File: src/rtl/mc_pkg.sv
// mc_pkg: shared definitions for the multicycle MIPS controller.
//   - state_t     : FSM state encoding (4 bits, FETCH = 0)
//   - OP_*        : opcode field values
//   - FUNCT_*     : R-type funct field values
//   - ALU_*       : alucontrol codes driven to the ALU
//   - ALUOP_*     : internal aluop codes handed to the ALU decoder
//   - SRCB_*/PC_* : mux select codes
//   - op_supported: true for opcodes the FSM knows how to sequence
// Configuration macro: CTRL_BNE_EN adds the BNEEX state and accepts op 000101.
package mc_pkg;

  typedef enum logic [3:0] {
    FETCH   = 4'd0,
    DECODE  = 4'd1,
    MEMADR  = 4'd2,
    MEMRD   = 4'd3,
    MEMWB   = 4'd4,
    MEMWR   = 4'd5,
    RTYPEEX = 4'd6,
    RTYPEWB = 4'd7,
    BEQEX   = 4'd8,
    ADDIEX  = 4'd9,
    ADDIWB  = 4'd10,
`ifdef CTRL_BNE_EN
    JEX     = 4'd11,
    BNEEX   = 4'd12
`else
    JEX     = 4'd11
`endif
  } state_t;

  localparam logic [5:0] OP_LW    = 6'b100011;
  localparam logic [5:0] OP_SW    = 6'b101011;
  localparam logic [5:0] OP_RTYPE = 6'b000000;
  localparam logic [5:0] OP_BEQ   = 6'b000100;
  localparam logic [5:0] OP_BNE   = 6'b000101;
  localparam logic [5:0] OP_ADDI  = 6'b001000;
  localparam logic [5:0] OP_J     = 6'b000010;

  localparam logic [5:0] FUNCT_ADD = 6'b100000;
  localparam logic [5:0] FUNCT_SUB = 6'b100010;
  localparam logic [5:0] FUNCT_AND = 6'b100100;
  localparam logic [5:0] FUNCT_OR  = 6'b100101;
  localparam logic [5:0] FUNCT_SLT = 6'b101010;

  localparam logic [2:0] ALU_AND = 3'b000;
  localparam logic [2:0] ALU_OR  = 3'b001;
  localparam logic [2:0] ALU_ADD = 3'b010;
  localparam logic [2:0] ALU_SUB = 3'b110;
  localparam logic [2:0] ALU_SLT = 3'b111;

  localparam logic [1:0] ALUOP_ADD   = 2'b00;
  localparam logic [1:0] ALUOP_SUB   = 2'b01;
  localparam logic [1:0] ALUOP_FUNCT = 2'b10;

  localparam logic [1:0] SRCB_RT    = 2'b00;
  localparam logic [1:0] SRCB_FOUR  = 2'b01;
  localparam logic [1:0] SRCB_IMM   = 2'b10;
  localparam logic [1:0] SRCB_IMMSH = 2'b11;

  localparam logic [1:0] PC_ALU    = 2'b00;
  localparam logic [1:0] PC_ALUOUT = 2'b01;
  localparam logic [1:0] PC_JUMP   = 2'b10;

  function automatic logic op_supported(input logic [5:0] opcode);
    logic ok;
    case (opcode)
      OP_LW, OP_SW, OP_RTYPE, OP_BEQ, OP_ADDI, OP_J: ok = 1'b1;
`ifdef CTRL_BNE_EN
      OP_BNE:                                        ok = 1'b1;
`endif
      default:                                       ok = 1'b0;
    endcase
    return ok;
  endfunction

endpackage

File: src/rtl/mc_controller_aludec.sv
// mc_controller_aludec: combinational ALU decoder.
//   aluop      in  2  00 add, 01 sub, 10 decode funct
//   funct      in  6  R-type funct field
//   alucontrol out 3  ALU function select
// Unknown funct values and the unused aluop 11 fall back to add.
module mc_controller_aludec
  import mc_pkg::*;
(
  input  logic [1:0] aluop,
  input  logic [5:0] funct,
  output logic [2:0] alucontrol
);

  always_comb begin
    alucontrol = ALU_ADD;
    case (aluop)
      ALUOP_ADD: alucontrol = ALU_ADD;
      ALUOP_SUB: alucontrol = ALU_SUB;
      ALUOP_FUNCT: begin
        case (funct)
          FUNCT_ADD: alucontrol = ALU_ADD;
          FUNCT_SUB: alucontrol = ALU_SUB;
          FUNCT_AND: alucontrol = ALU_AND;
          FUNCT_OR:  alucontrol = ALU_OR;
          FUNCT_SLT: alucontrol = ALU_SLT;
          default:   alucontrol = ALU_ADD;
        endcase
      end
      default: alucontrol = ALU_ADD;
    endcase
  end

endmodule

File: src/rtl/mc_controller.sv
// mc_controller: multicycle MIPS control unit (Moore FSM).
// Sequences one ALU, one unified memory and one register file.
// Ports:
//   clk, reset (sync, active-high)
//   op, funct         instruction fields from the instruction register
//   zero              ALU zero flag (branch resolution)
//   memready          memory finishes its access this cycle
//   iord, memwrite, irwrite, regdst, memtoreg, regwrite, alusrca,
//   alusrcb, pcsrc, pcen, alucontrol   datapath controls
//   illegal           one-cycle pulse in DECODE on an unsupported opcode
// Configuration macro: CTRL_BNE_EN enables bne (op 000101) via BNEEX.
// Outputs are decoded combinationally from state (plus funct, zero,
// memready) so the datapath sees them in the same cycle as the state.
module mc_controller
  import mc_pkg::*;
(
  input  logic       clk,
  input  logic       reset,
  input  logic [5:0] op,
  input  logic [5:0] funct,
  input  logic       zero,
  input  logic       memready,
  output logic       iord,
  output logic       memwrite,
  output logic       irwrite,
  output logic       regdst,
  output logic       memtoreg,
  output logic       regwrite,
  output logic       alusrca,
  output logic [1:0] alusrcb,
  output logic [1:0] pcsrc,
  output logic       pcen,
  output logic [2:0] alucontrol,
  output logic       illegal
);

  state_t     state;
  state_t     next_state;
  logic [1:0] aluop;
  logic       pcwrite;
  logic       branch;
  logic       bne;

  always_ff @(posedge clk) begin
    if (reset) state <= FETCH;
    else       state <= next_state;
  end

  always_comb begin
    next_state = state;
    case (state)
      FETCH:   if (memready) next_state = DECODE;
      DECODE: begin
        case (op)
          OP_LW, OP_SW: next_state = MEMADR;
          OP_RTYPE:     next_state = RTYPEEX;
          OP_BEQ:       next_state = BEQEX;
`ifdef CTRL_BNE_EN
          OP_BNE:       next_state = BNEEX;
`endif
          OP_ADDI:      next_state = ADDIEX;
          OP_J:         next_state = JEX;
          default:      next_state = FETCH;
        endcase
      end
      MEMADR:  next_state = (op == OP_LW) ? MEMRD : MEMWR;
      MEMRD:   if (memready) next_state = MEMWB;
      MEMWR:   if (memready) next_state = FETCH;
      RTYPEEX: next_state = RTYPEWB;
      ADDIEX:  next_state = ADDIWB;
      default: next_state = FETCH;
    endcase
  end

  always_comb begin
    iord     = 1'b0;
    memwrite = 1'b0;
    irwrite  = 1'b0;
    regdst   = 1'b0;
    memtoreg = 1'b0;
    regwrite = 1'b0;
    alusrca  = 1'b0;
    alusrcb  = SRCB_RT;
    pcsrc    = PC_ALU;
    aluop    = ALUOP_ADD;
    pcwrite  = 1'b0;
    branch   = 1'b0;
    bne      = 1'b0;
    illegal  = 1'b0;
    case (state)
      FETCH: begin
        alusrcb = SRCB_FOUR;
        irwrite = memready;
        pcwrite = memready;
      end
      DECODE: begin
        alusrcb = SRCB_IMMSH;
        illegal = ~op_supported(op);
      end
      MEMADR: begin
        alusrca = 1'b1;
        alusrcb = SRCB_IMM;
      end
      MEMRD:   iord = 1'b1;
      MEMWR: begin
        iord     = 1'b1;
        memwrite = 1'b1;
      end
      MEMWB: begin
        memtoreg = 1'b1;
        regwrite = 1'b1;
      end
      RTYPEEX: begin
        alusrca = 1'b1;
        aluop   = ALUOP_FUNCT;
      end
      RTYPEWB: begin
        regdst   = 1'b1;
        regwrite = 1'b1;
      end
      BEQEX: begin
        alusrca = 1'b1;
        aluop   = ALUOP_SUB;
        pcsrc   = PC_ALUOUT;
        branch  = 1'b1;
      end
`ifdef CTRL_BNE_EN
      BNEEX: begin
        alusrca = 1'b1;
        aluop   = ALUOP_SUB;
        pcsrc   = PC_ALUOUT;
        bne     = 1'b1;
      end
`endif
      ADDIEX: begin
        alusrca = 1'b1;
        alusrcb = SRCB_IMM;
      end
      ADDIWB:  regwrite = 1'b1;
      JEX: begin
        pcsrc   = PC_JUMP;
        pcwrite = 1'b1;
      end
      default: ;
    endcase
    // The state register only returns to FETCH at the next edge, so while
    // reset is high the outputs are forced to the idle FETCH pattern now.
    if (reset) begin
      iord     = 1'b0;
      memwrite = 1'b0;
      irwrite  = 1'b0;
      regdst   = 1'b0;
      memtoreg = 1'b0;
      regwrite = 1'b0;
      alusrca  = 1'b0;
      alusrcb  = SRCB_FOUR;
      pcsrc    = PC_ALU;
      aluop    = ALUOP_ADD;
      pcwrite  = 1'b0;
      branch   = 1'b0;
      bne      = 1'b0;
      illegal  = 1'b0;
    end
  end

  assign pcen = pcwrite | (branch & zero) | (bne & ~zero);

  mc_controller_aludec u_aludec (
    .aluop      (aluop),
    .funct      (funct),
    .alucontrol (alucontrol)
  );

endmodule

File: config.mk
export PLATFORM = sky130hd
export DESIGN_NAME = mc_controller
export DESIGN_NICKNAME = d
export VERILOG_FILES = /design/src/rtl/mc_pkg.sv /design/src/rtl/mc_controller_aludec.sv /design/src/rtl/mc_controller.sv
export SDC_FILE = /design/constraint.sdc
export NUM_CORES = 1
export LEC_CHECK = 0
export ABC_AREA = 0
export BUFFER_PORTS_ARGS = -buffer_cell sky130_fd_sc_hd__buf_2
export CORE_UTILIZATION = 41
export CTS_CLUSTER_SIZE = 24
export DETAILED_ROUTE_END_ITERATION = 8
export GPL_TIMING_DRIVEN = 0
export HOLD_SLACK_MARGIN = 0.05
export PLACE_DENSITY = 0.85
export REMOVE_ABC_BUFFERS = 1
export SLEW_MARGIN = 20
export SYNTH_ARGS = -nofsm -noshare
export SYNTH_HDL_FRONTEND = slang
export SYNTH_HIERARCHICAL = 1
export SYNTH_SLANG_ARGS = --single-unit
File: constraint.sdc
create_clock -name clk -period 1.7 [get_ports clk]
set_input_delay 0.085 -clock clk [delete_from_list [all_inputs] [get_ports clk]]
set_output_delay 0.085 -clock clk [all_outputs]
set_load 0.02 [all_outputs]
After elaboration in Yosys (flattened, before gate mapping)
Cells that the tools add are included.
Storage, ports and cells
  bits of input ports: 16
  flip-flop bits (word level): 4
  word-level logic and storage cells: 74
  output and inout port bits: 16
Operators by class
  reductions and logical operators: 9
  bitwise operators: 3
  equality and inequality tests: 25
  muxes and demuxes: 36
Operators by type and width (number)
  equality test 6 bit, second input constant: 6
  one-hot mux 4 bit (7 select lines): 1
  two-way mux 1 bit: 21
  one-hot mux 4 bit (5 select lines): 1
  equality test 4 x 3 -> 1 bit, second input constant: 4
  equality test 4 bit, second input constant: 4
  two-way mux 4 bit: 3
  one-hot mux 3 bit (4 select lines): 1
  equality test 4 x 2 -> 1 bit, second input constant: 2
  one-hot mux 2 bit (2 select lines): 2
  equality test 6 x 2 -> 1 bit, second input constant: 1
  equality test 6 x 3 -> 1 bit, second input constant: 1
  equality test 6 x 4 -> 1 bit, second input constant: 1
  logical NOT 6 bit: 1
  two-way mux 2 bit: 3
  inequality test 2 bit, second input constant: 3
  one-hot mux 2 bit (3 select lines): 1
  one-hot mux 3 bit (2 select lines): 1
  OR reduction 2 bit: 3
  OR reduction 6 bit: 1
  equality test 4 x 1 -> 1 bit, second input constant: 1
  logical NOT 4 bit: 1
  OR reduction 4 bit: 1
  two-way mux 3 bit: 1
  other kinds (8): 8

Longest topological paths before layout
Gate-level depths: netlist of run 1.
  depth after elaboration: 7
  mapped depth: 7
  gate-level depth less buffers: 7

Hierarchy
Netlist of run 1, hierarchy kept.
By module, submodules not included
  mc_controller: seq. area each 80.1 um^2, area an instance 548.0 um^2, cells an instance 81, times used 1
  mc_controller_aludec: seq. area each 0.0 um^2, area an instance 118.9 um^2, cells an instance 15, times used 1

Worst setup path before layout of run 1
Ideal clock, no wire load.
  path kind: register to output
  start: register state[1]
  end: output alucontrol[2]
  required time: 1615 ps
  data arrival time: 1921 ps
  stages on the path, launching flop included: 8
  path buffers: 2
  setup slack: -306 ps
  path through: dfxtp_1 -> buf_6 -> clkbuf_1 -> nor4_1 -> inv_1 -> ha_1 -> nand4bb_1 -> o22ai_1
Between the ends
  longest elaborated chain between the ends: 5
  elaborated cells on any way between the ends: 7
  classes of those cells: eq/ne (4); mux (3)
RTL lines
  start, declared: RTL line mc_controller.sv:37  | state_t state;
  start signal, assigned: RTL line mc_controller.sv:46  | else state <= next_state;
  equality test 4 bit / equality test 4 x 3 -> 1 bit (equally long branches): RTL line mc_controller.sv:90  | case (state)
  one-hot mux 2 bit (2 select lines) (*): RTL line mc_controller.sv:90
  two-way mux 2 bit (*): RTL line mc_controller.sv:148  | if (reset) begin
  via aluop[0]: RTL line mc_controller.sv:39  | logic [1:0] aluop;
  equality test 2 bit / equality test 2 x 1 -> 1 bit (equally long branches): RTL line mc_controller_aludec.sv:16  | case (aluop)
  one-hot mux 3 bit (2 select lines) (*): RTL line mc_controller_aludec.sv:16
  end, declared: RTL line mc_controller.sv:33  | output logic [2:0] alucontrol,
The timed path passes the listed nets; every way through them passes the cells marked *.

Final worst setup path of run 1
  start: register state[3]
  end: output alucontrol[2]
The elaborated chain is that of the path after synthesis.

==> impl_results.md, run 1 <==
* GP Congestion at 0.877
* Post-Syn Area per Cell at 6.95 µm²
* H-Tree Depth at 1
* Share of layout cells above drive strength 1 at 48.5%
* Critical path type: register to primary output
* Part of the cycle the worst path needs at 116%
* Quantity of I/O buffers inserted on ports at 31
* Initial Util at 44.3%
* Kind of cell adding the most delay to the critical path: simple AND/OR/NAND/NOR gates
* Yosys cell types at 36
* Crit Reg-Reg Startpoint: state[2]
* Post-DRT Antenna Nets at 0
* Reg2reg setup slack at 70 ps
* First-pass GRT wire length at 3040 µm
* IR drop worst, VDD at 0.000328 V
* Synth Warn # at 6
* Core Region at 1510 µm²
* Critical path endpoint category: primary output
* Register bit count reported by yosys at 4
* CP startpoint kind: register
* Clock-pin slew on the worst setup and hold paths at 40 ps
* Largest Register: state
* Clock Latency Late Sink at 240 ps
* Wl on met1 at 907 µm
* Synth-to-layout area growth at 56.3%
* Vias at 895
* TritonCTS clock tree: built
* Die area at 1790 µm²
* Final Skew at 2.38 ps
* Max reg flops at 4
* Post-route core utilization at 69.2%
* Cell Pwr Density at 358 nW/µm²
* CP Data Required Time at 1620 ps
* PnR worst setup slack at -269 ps
* Hold_ws at 208 ps
* FILL cells at 118
* Slew margin rel. at 64.5%
* Number of CTS-inserted buffers at 3
* Final-stage net count at 154
* Sequential area share after synthesis at 12.0%
* WL met3 at 132 µm
* Via density at 5.97
* Largest net degree at the start of global routing at 19
* Worst path slowest cell: dfxtp_4
* Iteration-0 DRC Markers at 38
* Cells along the critical path: nand2b_4 > or2_4 > nor2_4 > ha_4 > nand4bb_4 > o22ai_1 > buf_4
* WP buf/inv at 1
* Min Tclk post-route at 1970 ps
* Final TNS setup at -685 ps
* Root buffer cell: clkbuf_4
* Highest routed layer: met4
* Cell count after synthesis at 96
* Post-Route WL at 2200 µm
* R2R cell count at 5
* Top cell type's share of synthesized area at 12.0%
* Worst-Margin Slew at 528 ps
* Slowest Stage Delay on Critical Path at 350 ps
* Status: finished, violations left
* Prevailing post-synth register cell: dfxtp_1
* Min-delay worst type: primary input to register
* Hold path startpoint: op[2]
* Remaining DRCs at 0
* DR WL met2 at 1120 µm
* Clk sinks at 4
* Wirelength per Cell at 14.7 µm
* Area leader, netlist: dfxtp_1
* CTS max path bufs at 2
* I/O pin total at 32
* Row count at 14
* Unrepaired setup endpoints after global routing: true
* EDFF count, synth at 0
* Die Ht at 42.3 µm
* Initial antenna violation count at 0
* Max Fclk at 508 MHz
* Most instantiated cells after synthesis: nor2_1, nor3_1, a21oi_1, inv_1, nand2b_1
* Die X at 42.3 µm
* Reg2Reg Capture Point: state[2]
* Post-synth ARST share at 0%
* Max-Cap Viols at 0
* Endpoints failing hold at 0
* Hold EP: state[3]
* Final setup viols at 3
* Global-route usage over all layers at 21.0%
* Mapped Area at 667 µm²
* Synth area leaders: dfxtp_1, nor3_1, nand2b_1
* Largest regs: state x4
* N_diodes at 0
* Failing checks: negative setup slack
* Vias in the first global route at 710
* GRT overflow at 0
* Post-DP HPWL at 1260 µm
* Worst hold path cell count at 3
* First-pass DRT Iterations at 4
* Worst Path Arrival at 1880 ps
* Leakage at 0.403 nW
* Slew Viols, Final at 0
* Crit path max fanout at 6
==> layout by cell type, fill, tap and decap left out, drive strengths merged <==
cell type / synthesis / final
buf: 1 / 41
or2: 2 / 2
o21a: 1 / 1
o21ai: 4 / 4
a221oi: 1 / 1
o22ai: 2 / 2
xnor2: 2 / 2
inv: 6 / 6
or3b: 3 / 3
o22a: 1 / 1
a211oi: 2 / 2
nor4b: 2 / 2
o31ai: 1 / 1
o221a: 1 / 1
a311oi: 3 / 3
nand2: 3 / 3
clkbuf: 5 / 3
nor4: 3 / 3
dfxtp: 4 / 4
a21boi: 1 / 1
and4b: 1 / 1
ha: 2 / 2
nand2b: 6 / 6
or4: 1 / 1
a21oi: 7 / 7
nor3: 10 / 10
mux2: 1 / 1
and3: 2 / 2
nor2b: 3 / 3
a31oi: 1 / 1
nor2: 10 / 10
o311a: 1 / 1
nand4bb: 3 / 3
==> final cells by class <==
type                            count  area [µm²]  area share [%]
Clock buffer                        3        22.5            2.16
Inverter                            6        22.5            2.16
Multi-Input combinational cell     80         634            60.9
Sequential cell                     4        95.1            9.12
Tap cell                           16        20.0            1.92
Timing Repair Buffer               41         248            23.8
==> worst reg2reg max path: cells and delay by family (launching register included) <==
kind | cells | cell delay, ps
flops | 1 | 370
simple gates | 2 | 560
compound gates | 2 | 420
buf+inv | 1 | 190
==> worst max-delay path by stage <==
| stage | end | cells after the start | from | slack (ps) |
|---|---|---|---|---|
| after floorplan | alucontrol[2] | 6 | state[2] | -280 |
| after global placement | alucontrol[2] | 7 | state[3] | -390 |
| after detailed placement | alucontrol[2] | 7 | state[3] | -470 |
| after CTS | alucontrol[2] | 7 | state[2] | -210 |
| after global routing | alucontrol[2] | 7 | state[3] | -340 |
| final | alucontrol[2] | 7 | state[3] | -270 |
==> power by group <==
part / total [mW] / internal, mW / leakage [nW] / switching (mW)
Clock: 0.119 / 0.0791 / 0.0138 / 0.0404
Sequential: 0.109 / 0.0953 / 0.0355 / 0.0142
Combinational: 0.144 / 0.0664 / 0.353 / 0.0780
Total: 0.373 / 0.241 / 0.403 / 0.133
==> layer usage <==
metal	global-route usage (%)	up-vias
li1	-	443
met1	28.8	406
met2	35.7	42
met3	2.59	4
met4	3.75	0
met5	0	-
==> metrics by stage <==
step / power [mW] / cell area [µm²] / worst slack (ps) / cells
after floorplan: 0.183 / 637 / -281 / 90
after global placement: 0.232 / 812 / -390 / 137
after detailed placement: 0.235 / 812 / -471 / 137
after CTS: 0.363 / 960 / -213 / 146
after global routing: 0.397 / 1040 / -338 / 150
final: 0.373 / 1040 / -269 / 150
==> repair_timing <==
| item | 4_1_cts | 5_1_grt |
|---|---|---|
| setup buffers | 6 | 4 |
| hold buffers | 0 | 0 |
| endpoints found under the setup margin | 10 | 5 |
| hold endpoints to repair | 0 | 0 |
| gates resized for setup | 21 | 10 |
| pin swaps | 4 | 4 |
==> kinds of logic after synthesis <==
| family | count (synthesis) | synth area share, % |
|---|---|---|
| AO/OA/AOI/OAI | 26 | 27.2 |
| XOR/XNOR | 2 | 2.63 |
| adder cells (fa/ha/maj) | 2 | 3.75 |
| buffers and inverters | 12 | 7.88 |
| flip-flops | 4 | 12.0 |
| multiplexers | 1 | 1.69 |
| AND/OR/NAND/NOR | 49 | 44.8 |
Note: power is estimated with default switching activity, not from simulation.
==> inputs of run 2 (changes only) <==
Settings changed: PLACE_DENSITY 0.85 to 0.76.
==> impl_results.md, run 2 (synthesis gave the netlist of run 1 again) <==
* Commonest non-fill, non-tap cell in the layout: buf_2
* Final-stage net count at 163
* Reg2reg setup slack at 40 ps
* Leakage at 0.458 nW
* Pre-CTS setup slack at -445 ps
* Slew Viols, Final at 0
* Min-delay worst type: primary input to register
* Vias at 946
* First-pass GRT wire length at 3220 µm
* R2R cell count at 5
* Root buffer cell: clkbuf_4
* Tot Pwr at 385 µW
* Placed cell area at 812 µm²
* Die Ht at 42.3 µm
* Crit path max fanout at 5
* Sequential share of power at 27.6%
* Unrepaired setup endpoints after global routing: true
* Worst Path Arrival at 1840 ps
* First-pass DRT Iterations at 4
* Post-DP HPWL at 1220 µm
* Remaining DRCs at 0
* Die X at 42.3 µm
* Crit path launch: state[3]
* Slew margin rel. at 63.6%
* N_diodes at 0
* Post-DRT Antenna Nets at 0
* Largest Register: state
* PnR worst setup slack at -224 ps
* Final Skew at 6.79 ps
* Share of layout cells above drive strength 1 at 53.1%
* Worst hold path cell count at 3
* Worst path slowest cell: dfxtp_4
* Clock Power Share at 30.5%
* Hold path startpoint: op[2]
* Vias in the first global route at 747
* Sw power at 135 µW
* GRT overflow at 0
* Status: finished, violations left
* I/O pin total at 32
* IR drop worst, VDD at 0.000483 V
* H-Tree Depth at 1
* Quantity of I/O buffers inserted on ports at 31
* Part of the cycle the worst path needs at 113%
* Min Tclk post-route at 1920 ps
* Critical path type: register to primary output
* Largest net degree at the start of global routing at 19
* Die area at 1790 µm²
* Slowest Stage Delay on Critical Path at 360 ps
* Max-Cap Viols at 0
* Cts hold-fix bufs at 0
* Max reg flops at 4
* Clock Latency Late Sink at 230 ps
* Clk sinks at 4
* Initial Util at 44.3%
* Initial antenna violation count at 0
* Max Fclk at 520 MHz
* Wirelength per Cell at 14.7 µm
* Cells along the critical path: nand2b_4 > or2_4 > nor2_4 > ha_4 > nand4bb_4 > o22ai_2 > buf_6
* Row count at 14
* Crit Reg-Reg Startpoint: state[2]
* Via density at 5.95
* Clock-pin slew on the worst setup and hold paths at 30 ps
* Final setup viols at 3
* Net Sw Frac at 35.1%
* Critical path endpoint category: primary output
* GP Congestion at 0.809
* Iteration-0 DRC Markers at 45
* Worst-Margin Slew at 541 ps
* Core Region at 1510 µm²
* Failing checks: negative setup slack
* CTS max path bufs at 2
* Synth-to-layout area growth at 65.9%
* TritonCTS clock tree: built
* Post-Route WL at 2340 µm
* CP startpoint kind: register
* Comb power frac at 41.9%
* Cell Pwr Density at 349 nW/µm²
* Final Instance Area at 1110 µm²
* Endpoints failing hold at 0
* Largest regs: state x4
* Global-route usage over all layers at 22.1%
* CP Data Required Time at 1620 ps
* Number of CTS-inserted buffers at 3
* Hold_ws at 216 ps
* Most frequent cells in the layout: buf_2, buf_4, nor3_1
* Internal at 250 µW
## run 2: metrics by stage
stage	utilization [%]	std cells	setup TNS, ps
2_1_floorplan	-	90	-748
3_3_place_gp	53.9	137	-1010
3_5_place_dp	53.9	137	-1150
4_1_cts	65.5	150	-564
5_1_grt	73.4	159	-864
6_report	73.4	159	-604
## run 2: metal layers
layer	wire (µm)	vias up	part of all wire, %	GRT usage (%)
li1	-	462	-	-
met1	995	434	43	30.2
met2	1140	48	49	35.1
met3	181	2	7.8	4.74
met4	18	0	0.77	5.63
met5	0	-	0	0
## run 2: power groups by stage
stage,clock (mW),combinational (mW),sequential (mW)
after floorplan,0,0.0733,0.110
after global placement,0,0.119,0.114
after detailed placement,0,0.121,0.114
after CTS,0.120,0.135,0.109
after global routing,0.130,0.174,0.107
final,0.117,0.162,0.106
## run 2: final timing paths
| check | endpoint |
|---|---|
| setup / recovery | alucontrol[2] |
| hold / removal | state[3] |
| setup reg to reg | state[2] |
| hold reg to reg | state[0] |
## run 2: repair_timing
action	4_1_cts	5_1_grt
pin swaps	5	4
setup endpoints to repair	9	7
buffers inserted	10	10
gates resized for setup	20	12
## run 2: worst max-delay path, delay by kind of cell (launching register included)
| family | cells | cell delay [ps] |
|---|---|---|
| buf+inv | 1 | 140 |
| simple gates | 4 | 740 |
| fa+ha+maj | 1 | 230 |
| flops | 1 | 360 |
| compound gates | 1 | 150 |
## run 2: area by class of cell
type | instances | area (µm²)
Tap cell | 16 | 20.0
Fill cell | 113 | 400
Multi-Input combinational cell | 80 | 632
Sequential cell | 4 | 95.1
Clock buffer | 3 | 22.5
Timing Repair Buffer | 50 | 314
Inverter | 6 | 22.5
